File: src/rtl/vga_pixel_stream_pkg.sv
`default_nettype none
// ============================================================
// Package : vga_pixel_stream_pkg
// Shared VGA timing defaults, lock-state type and window helper.
// Rev     : 1.0
// ============================================================
package vga_pixel_stream_pkg;

  localparam int unsigned DEF_H_BACK_PORCH = 48;
  localparam int unsigned DEF_H_ACTIVE     = 640;
  localparam int unsigned DEF_V_BACK_PORCH = 33;
  localparam int unsigned DEF_V_ACTIVE     = 480;
  localparam int unsigned DEF_CNT_W        = 10;

  typedef enum logic [0:0] {
    UNLOCKED = 1'b0,
    LOCKED   = 1'b1
  } lock_state_t;

  // Evaluated at 32 bits so a saturated counter can never alias into the window
  function automatic logic in_window(input logic [31:0] val,
                                     input logic [31:0] lo,
                                     input logic [31:0] len);
    return (val >= lo) && (val < lo + len);
  endfunction

endpackage
`default_nettype wire

File: src/rtl/vga_pixel_stream_if.sv
`default_nettype none
// ============================================================
// Interface : vga_pixel_stream_if
// Sync-in / coordinate-out / colour-in / RGB-out bundle.
// Rev       : 1.0
// ============================================================
interface vga_pixel_stream_if #(
  parameter int unsigned CNT_W = 10
);
  logic             clk_pixel;
  logic             hsync;
  logic             vsync;
  logic [7:0]       color_in;
  logic [CNT_W-1:0] px_x;
  logic [CNT_W-1:0] px_y;
  logic             px_active;
  logic             frame_start;
  logic [2:0]       red;
  logic [2:0]       green;
  logic [1:0]       blue;
  logic             hsync_out;
  logic             vsync_out;
  logic             locked;

  modport master (
    input  clk_pixel, hsync, vsync, color_in,
    output px_x, px_y, px_active, frame_start, red, green, blue,
           hsync_out, vsync_out, locked
  );

  modport slave (
    output clk_pixel, hsync, vsync, color_in,
    input  px_x, px_y, px_active, frame_start, red, green, blue,
           hsync_out, vsync_out, locked
  );
endinterface
`default_nettype wire

File: src/rtl/vga_pixel_stream_sync_edge.sv
`default_nettype none
// ============================================================
// Module : vga_sync_edge
// Enable-qualified rising-edge detector; prev resets high.
// Rev    : 1.0
// ============================================================
module vga_sync_edge (
  input  logic clk,
  input  logic rst,
  input  logic en,
  input  logic sync,
  output logic rise,
  output logic prev
);

  logic r_prev;

  always_ff @(posedge clk) begin
    if (rst) begin
      r_prev <= 1'b1;
    end else if (en) begin
      r_prev <= sync;
    end
  end

  assign rise = en & sync & ~r_prev;
  assign prev = r_prev;

endmodule
`default_nettype wire

File: src/rtl/vga_pixel_stream.sv
`default_nettype none
// ============================================================
// Module : vga_pixel_stream
// Recovers pixel coordinates from sync, blanks and aligns RGB.
// Rev    : 1.0
// ============================================================
module vga_pixel_stream
  import vga_pixel_stream_pkg::*;
#(
  parameter int unsigned H_BACK_PORCH = DEF_H_BACK_PORCH,
  parameter int unsigned H_ACTIVE     = DEF_H_ACTIVE,
  parameter int unsigned V_BACK_PORCH = DEF_V_BACK_PORCH,
  parameter int unsigned V_ACTIVE     = DEF_V_ACTIVE,
  parameter int unsigned CNT_W        = DEF_CNT_W
) (
  input logic                clk,
  input logic                rst,
  vga_pixel_stream_if.master bus
);

  localparam logic [CNT_W-1:0] C_CNT_MAX = '1;
  localparam logic [CNT_W-1:0] C_ONE     = CNT_W'(1);
  localparam logic [CNT_W-1:0] C_HBP     = CNT_W'(H_BACK_PORCH);
  localparam logic [CNT_W-1:0] C_VBP     = CNT_W'(V_BACK_PORCH);

  logic             w_hs_rise, w_hs_prev, w_vs_rise, w_vs_prev;
  logic [CNT_W-1:0] r_h_cnt, r_v_cnt, w_h_nxt, w_v_nxt, w_x_nxt, w_y_nxt;
  lock_state_t      r_state, w_state_nxt;
  logic             w_act_nxt;
  logic             r_px_active, r_frame_start, r_hsync_out, r_vsync_out;
  logic [CNT_W-1:0] r_px_x, r_px_y;
  logic [7:0]       r_rgb;

  vga_sync_edge u_hs_edge (
    .clk  (clk),
    .rst  (rst),
    .en   (bus.clk_pixel),
    .sync (bus.hsync),
    .rise (w_hs_rise),
    .prev (w_hs_prev)
  );

  vga_sync_edge u_vs_edge (
    .clk  (clk),
    .rst  (rst),
    .en   (bus.clk_pixel),
    .sync (bus.vsync),
    .rise (w_vs_rise),
    .prev (w_vs_prev)
  );

  always_comb begin
    w_h_nxt = w_hs_rise ? '0 : ((r_h_cnt == C_CNT_MAX) ? r_h_cnt : r_h_cnt + C_ONE);
    w_v_nxt = r_v_cnt;
    if (w_vs_rise) begin
      w_v_nxt = '0;
    end else if (w_hs_rise && (r_v_cnt != C_CNT_MAX)) begin
      w_v_nxt = r_v_cnt + C_ONE;
    end

    // A saturated counter means the sync stream has been lost
    w_state_nxt = r_state;
    case (r_state)
      UNLOCKED: if (w_vs_rise) w_state_nxt = LOCKED;
      LOCKED:   if ((w_h_nxt == C_CNT_MAX) || (w_v_nxt == C_CNT_MAX)) w_state_nxt = UNLOCKED;
      default:  w_state_nxt = UNLOCKED;
    endcase

    w_act_nxt = (w_state_nxt == LOCKED)
              && in_window(32'(w_h_nxt), H_BACK_PORCH, H_ACTIVE)
              && in_window(32'(w_v_nxt), V_BACK_PORCH, V_ACTIVE);
    w_x_nxt   = w_act_nxt ? (w_h_nxt - C_HBP) : '0;
    w_y_nxt   = w_act_nxt ? (w_v_nxt - C_VBP) : '0;
  end

  always_ff @(posedge clk) begin
    if (rst) begin
      r_h_cnt       <= '0;
      r_v_cnt       <= '0;
      r_state       <= UNLOCKED;
      r_px_active   <= 1'b0;
      r_px_x        <= '0;
      r_px_y        <= '0;
      r_frame_start <= 1'b0;
      r_rgb         <= 8'h00;
      r_hsync_out   <= 1'b1;
      r_vsync_out   <= 1'b1;
    end else if (bus.clk_pixel) begin
      r_h_cnt       <= w_h_nxt;
      r_v_cnt       <= w_v_nxt;
      r_state       <= w_state_nxt;
      r_px_active   <= w_act_nxt;
      r_px_x        <= w_x_nxt;
      r_px_y        <= w_y_nxt;
      r_frame_start <= w_act_nxt && (w_x_nxt == '0) && (w_y_nxt == '0);
      r_rgb         <= r_px_active ? bus.color_in : 8'h00;
      // prev already holds sync from one enable back; one more stage aligns with colour
      r_hsync_out   <= w_hs_prev;
      r_vsync_out   <= w_vs_prev;
    end else begin
      r_frame_start <= 1'b0;
    end
  end

  assign bus.px_x        = r_px_x;
  assign bus.px_y        = r_px_y;
  assign bus.px_active   = r_px_active;
  assign bus.frame_start = r_frame_start;
  assign bus.red         = r_rgb[7:5];
  assign bus.green       = r_rgb[4:2];
  assign bus.blue        = r_rgb[1:0];
  assign bus.hsync_out   = r_hsync_out;
  assign bus.vsync_out   = r_vsync_out;
  assign bus.locked      = (r_state == LOCKED);

endmodule
`default_nettype wire

File: src/flat_wrapper.sv
// flat-port wrapper written by rule: the top's interface ports become plain ports
module vga_pixel_stream_flat import vga_pixel_stream_pkg::*;
#(
  parameter int unsigned H_BACK_PORCH = DEF_H_BACK_PORCH,
  parameter int unsigned H_ACTIVE     = DEF_H_ACTIVE,
  parameter int unsigned V_BACK_PORCH = DEF_V_BACK_PORCH,
  parameter int unsigned V_ACTIVE     = DEF_V_ACTIVE,
  parameter int unsigned CNT_W        = DEF_CNT_W
)
  (clk, rst, bus_clk_pixel, bus_hsync, bus_vsync, bus_color_in, bus_px_x, bus_px_y, bus_px_active, bus_frame_start, bus_red, bus_green, bus_blue, bus_hsync_out, bus_vsync_out, bus_locked);
  vga_pixel_stream_if #(.CNT_W(CNT_W)) bus_i ();
  input logic clk;
  input logic rst;
  input wire logic [$bits(bus_i.clk_pixel)-1:0] bus_clk_pixel;
  input wire logic [$bits(bus_i.hsync)-1:0] bus_hsync;
  input wire logic [$bits(bus_i.vsync)-1:0] bus_vsync;
  input wire logic [$bits(bus_i.color_in)-1:0] bus_color_in;
  output wire logic [$bits(bus_i.px_x)-1:0] bus_px_x;
  output wire logic [$bits(bus_i.px_y)-1:0] bus_px_y;
  output wire logic [$bits(bus_i.px_active)-1:0] bus_px_active;
  output wire logic [$bits(bus_i.frame_start)-1:0] bus_frame_start;
  output wire logic [$bits(bus_i.red)-1:0] bus_red;
  output wire logic [$bits(bus_i.green)-1:0] bus_green;
  output wire logic [$bits(bus_i.blue)-1:0] bus_blue;
  output wire logic [$bits(bus_i.hsync_out)-1:0] bus_hsync_out;
  output wire logic [$bits(bus_i.vsync_out)-1:0] bus_vsync_out;
  output wire logic [$bits(bus_i.locked)-1:0] bus_locked;
  assign bus_i.clk_pixel = bus_clk_pixel;
  assign bus_i.hsync = bus_hsync;
  assign bus_i.vsync = bus_vsync;
  assign bus_i.color_in = bus_color_in;
  assign bus_px_x = bus_i.px_x;
  assign bus_px_y = bus_i.px_y;
  assign bus_px_active = bus_i.px_active;
  assign bus_frame_start = bus_i.frame_start;
  assign bus_red = bus_i.red;
  assign bus_green = bus_i.green;
  assign bus_blue = bus_i.blue;
  assign bus_hsync_out = bus_i.hsync_out;
  assign bus_vsync_out = bus_i.vsync_out;
  assign bus_locked = bus_i.locked;
  vga_pixel_stream #(.H_BACK_PORCH(H_BACK_PORCH), .H_ACTIVE(H_ACTIVE), .V_BACK_PORCH(V_BACK_PORCH), .V_ACTIVE(V_ACTIVE), .CNT_W(CNT_W)) u_core (.clk(clk), .rst(rst), .bus(bus_i));
endmodule
File: config.mk
export PLATFORM = sky130hd
export DESIGN_NAME = vga_pixel_stream_flat
export DESIGN_NICKNAME = d
export VERILOG_FILES = /design/src/rtl/vga_pixel_stream_pkg.sv /design/src/rtl/vga_pixel_stream_if.sv /design/src/rtl/vga_pixel_stream_sync_edge.sv /design/src/rtl/vga_pixel_stream.sv /design/src/flat_wrapper.sv
export SDC_FILE = /design/constraint.sdc
export NUM_CORES = 1
export LEC_CHECK = 0
export CAP_MARGIN = 30
export CORE_ASPECT_RATIO = 0.75
export CORE_MARGIN = 2
export CORE_UTILIZATION = 29
export CTS_CLUSTER_DIAMETER = 30
export CTS_CLUSTER_SIZE = 8
export DETAILED_ROUTE_END_ITERATION = 8
export GPL_ROUTABILITY_DRIVEN = 0
export SLEW_MARGIN = 20
export SYNTH_ARGS = -nofsm -noshare
export SYNTH_HDL_FRONTEND = slang
export SYNTH_HIERARCHICAL = 1
export SYNTH_SLANG_ARGS = --single-unit
File: constraint.sdc
create_clock -name clk -period 3.05 [get_ports clk]
set_clock_uncertainty 0.1 [all_clocks]
set_input_delay 0.305 -clock clk [delete_from_list [all_inputs] [get_ports clk]]
set_output_delay 0.305 -clock clk [all_outputs]
set_load 0.01 [all_outputs]
==> flow_metrics.tcl <==
set metrics [dict create \
    status "finished clean" \
    hp-class "reg2reg" \
    timing.final.hold_violations 0 \
    syn_nets 385 \
    vias 3057 \
    wl_mm 8.834 \
    dr.pass1.iters 5 \
    syn-cell-area_um2 3074 \
    setup_slack_ns 0.1406 \
    ir_drop_mv 0.2196 \
    crit_fanout 8 \
    end_kind "register" \
    maxCapViolCount 0 \
    drive_gt1_share_pct 22.80 \
    cts_tree "built" \
    ios 46 \
    clock_sinks 55 \
    antennaDiodeCount 0 \
    die_w_um 122.9 \
    die_area_um2 11450 \
    grt_antenna_before_repair 0 \
    crit_path_top_delay_cell "dfxtp_1" \
    grt_max_degree 26 \
    yosysMostFrequentCell "dfxtp_1" \
    detailed_place_hpwl_mm 6.771 \
    nets 485 \
    root_buffer "clkbuf_16" \
    fin_crit_sh_pct 95.39 \
    ys_warn_count 6 \
    synth_cell_types 62 \
    synth_area_per_cell_um2 8.399 \
    drv_slew 0 \
    cts_max_level 2 \
    yosysTopAreaCell "dfxtp_1" \
    drtIter0Drc 215 \
    start_util_pct 29.88 \
    dp.cells 593 \
    ys.flop_type "dfxtp_1" \
    grt_pass1_wl_mm 13.84 \
    ys_top_cells_by_count "55 x dfxtp_1, 46 x nor2_1, 33 x nand2_1" \
    wl_per_cell_um 14.70 \
    grtUsageTotal_pct 15.20 \
    crit_buf_inv 2 \
    required_ns 3.15 \
    postRouteAntennaNets 0 \
    crit_chain "and4_4 > a21oi_1 > or3_1 > inv_1 > ha_2 > o22ai_1 > nor3_1 > o31ai_1 > a21oi_1 > buf_4 > o21ai_4 > a2111oi_2" \
    worst_pin_slew_ns 0.7822 \
    critPathKind "reg2reg" \
    synthTopCellsByArea "dfxtp_1 36%, nor2_1 5.6%, mux2i_1 5.5%" \
    fp.dieH_um 93.17 \
    startpoint_type "register" \
    slowest_delay_ns 0.43 \
    fmax_mhz 343.7 \
    power.leakage_nw 1.742 \
    fin_cells 601 \
    viasPerCell 5.087 \
    synth-edff-count 0 \
    cts.path.max_buffers 2 \
    synthCells 366 \
    route.detailed.drc 0 \
    num_rows 32 \
    grt_pass1_vias 2817 \
    synth_seq_cells 55 \
    synth.top_cell.area_share_pct 35.82 \
    worstSkewPairLatency_ns 0.29 \
    clk_pin_slew_worst_paths_ns 0.07 \
    grt_overflow 0 \
    synthArstFlopShare_pct 0 \
    cts_buffers 5 \
    arrival_ns 3.01 \
    cp_top_family "compound AO/OA/AOI/OAI gates" \
    port_buffers 45 \
    setup_viol 0 \
    crit_path_frequent_cell "a21oi_1" \
    syn2layout_area_growth_pct 40.05 \
    yosysSeqAreaShare_pct 35.82 \
    post-route-min-period_ns 2.909 \
    power_density_nw_per_um2 321.5 \
    pre_cts_slack_ns -0.1421 \
    relSlewSlack_pct 47.80 \
    core_um2 10290 \
]
## cells in the final DEF (no fill, tap or decap), types with 3 or more instances in the layout
master and n:
a31oi_1 3, xor2_1 7, a211o_1 3, mux2i_1 17, and3b_1 3, nand3b_1 4
o21ai_0 10, ha_1 4, a32o_1 5, xnor2_1 6, clkdlybuf4s50_1 45, and4_1 3
nor3_1 11, and3_1 4, o211ai_1 3, dfxtp_1 53, clkbuf_16 5, o31ai_1 4
inv_1 9, a211oi_2 3, o22ai_1 3, nor2_1 44, nor2b_1 4, a22oi_1 9
nand4_1 8, buf_4 69, nand2b_1 3, nand3_1 9, nand2_1 33, a21oi_2 3
or3_1 5, a21oi_1 13, o21ai_1 11
## final cells by class
type | instances | area (um2)
fillers | 1060 | 5984
multi-input cells | 281 | 1901
flip-flops and latches | 55 | 1104
repair buffers | 114 | 968.4
well taps | 136 | 170.2
clock buffers | 6 | 128.9
inverters | 9 | 33.78
## power breakdown
part           internal [mW]  total [mW]  leakage, nW  switching, mW
clock                  0.296       0.537       0.0628          0.241
combinational         0.0575       0.119         1.23         0.0617
sequential             0.724       0.728        0.445        0.00417
total                   1.08        1.38         1.74          0.306
## final timing paths
path / startpoint / end / slack (ns) / depth (start not counted)
max: u_core/r_h_cnt[5] / u_core/bus.frame_start / 0.14 / 12
min: u_core/bus.px_y[5] / u_core/bus.px_y[5] / 0.35 / 2
max reg2reg: u_core/r_h_cnt[5] / u_core/bus.frame_start / 0.14 / 12
min reg2reg: u_core/bus.px_y[5] / u_core/bus.px_y[5] / 0.35 / 2
## cells by family after synthesis
kind of cell / Yosys count / synth area share (%)
simple gates: 152 / 26.17
flops: 55 / 35.82
buf+inv: 31 / 4.354
compound gates: 90 / 21.21
xor+xnor: 14 / 3.989
mux: 18 / 6.023
fa+ha+maj: 6 / 2.442
## sequential cells by signal (all words and copies together) (netlist names)
name,flops
u_core/u_vs_edge/prev,1
u_core/bus.vsync_out,1
u_core/bus.px_active,1
u_core/r_v_cnt,10
u_core/bus.hsync_out,1
u_core/bus.px_x,10
u_core/bus.frame_start,1
u_core/bus.locked,1
u_core/r_rgb,8
u_core/bus.px_y,10
u_core/r_h_cnt,10
u_core/u_hs_edge/prev,1
## per-layer routing
layer / track usage [%] / vias up / routed length (um)
li1: - / 1529 / -
met2: 21.09 / 117 / 3530
met1: 23.35 / 1404 / 4573
met3: 4.024 / 7 / 696
met5: 0 / - / 0
met4: 2.682 / 0 / 34
## metrics by stage
step                       TNS, ns  hold WS [ns]  power, mW  utilization, %  cell area [um2]
after CTS                        0        0.3511      1.396           41.26             4245
after detailed placement   -0.7786        0.3418     0.8599           39.92             4108
after floorplan                  0        0.3109     0.8035               -             3074
after global routing      -0.05066        0.3684      1.440           41.84             4305
final                            0        0.3501      1.384           41.84             4305
after global placement     -0.6225        0.3347     0.8590           39.90             4105
## worst min-delay path, stage by stage, from the launching register on
cell     delay [ns]
dfxtp_1        0.31
nand2_1        0.05
o21ai_1        0.05
## timing repair
action                                  4_1_cts  5_1_grt
setup buffers                                 0        1
pin swaps                                     0        6
cloned                                        0        1
resized for setup                             1       11
hold buffers                                  0        0
endpoints found under the setup margin        1       22
(Power assumes the default switching activity.)
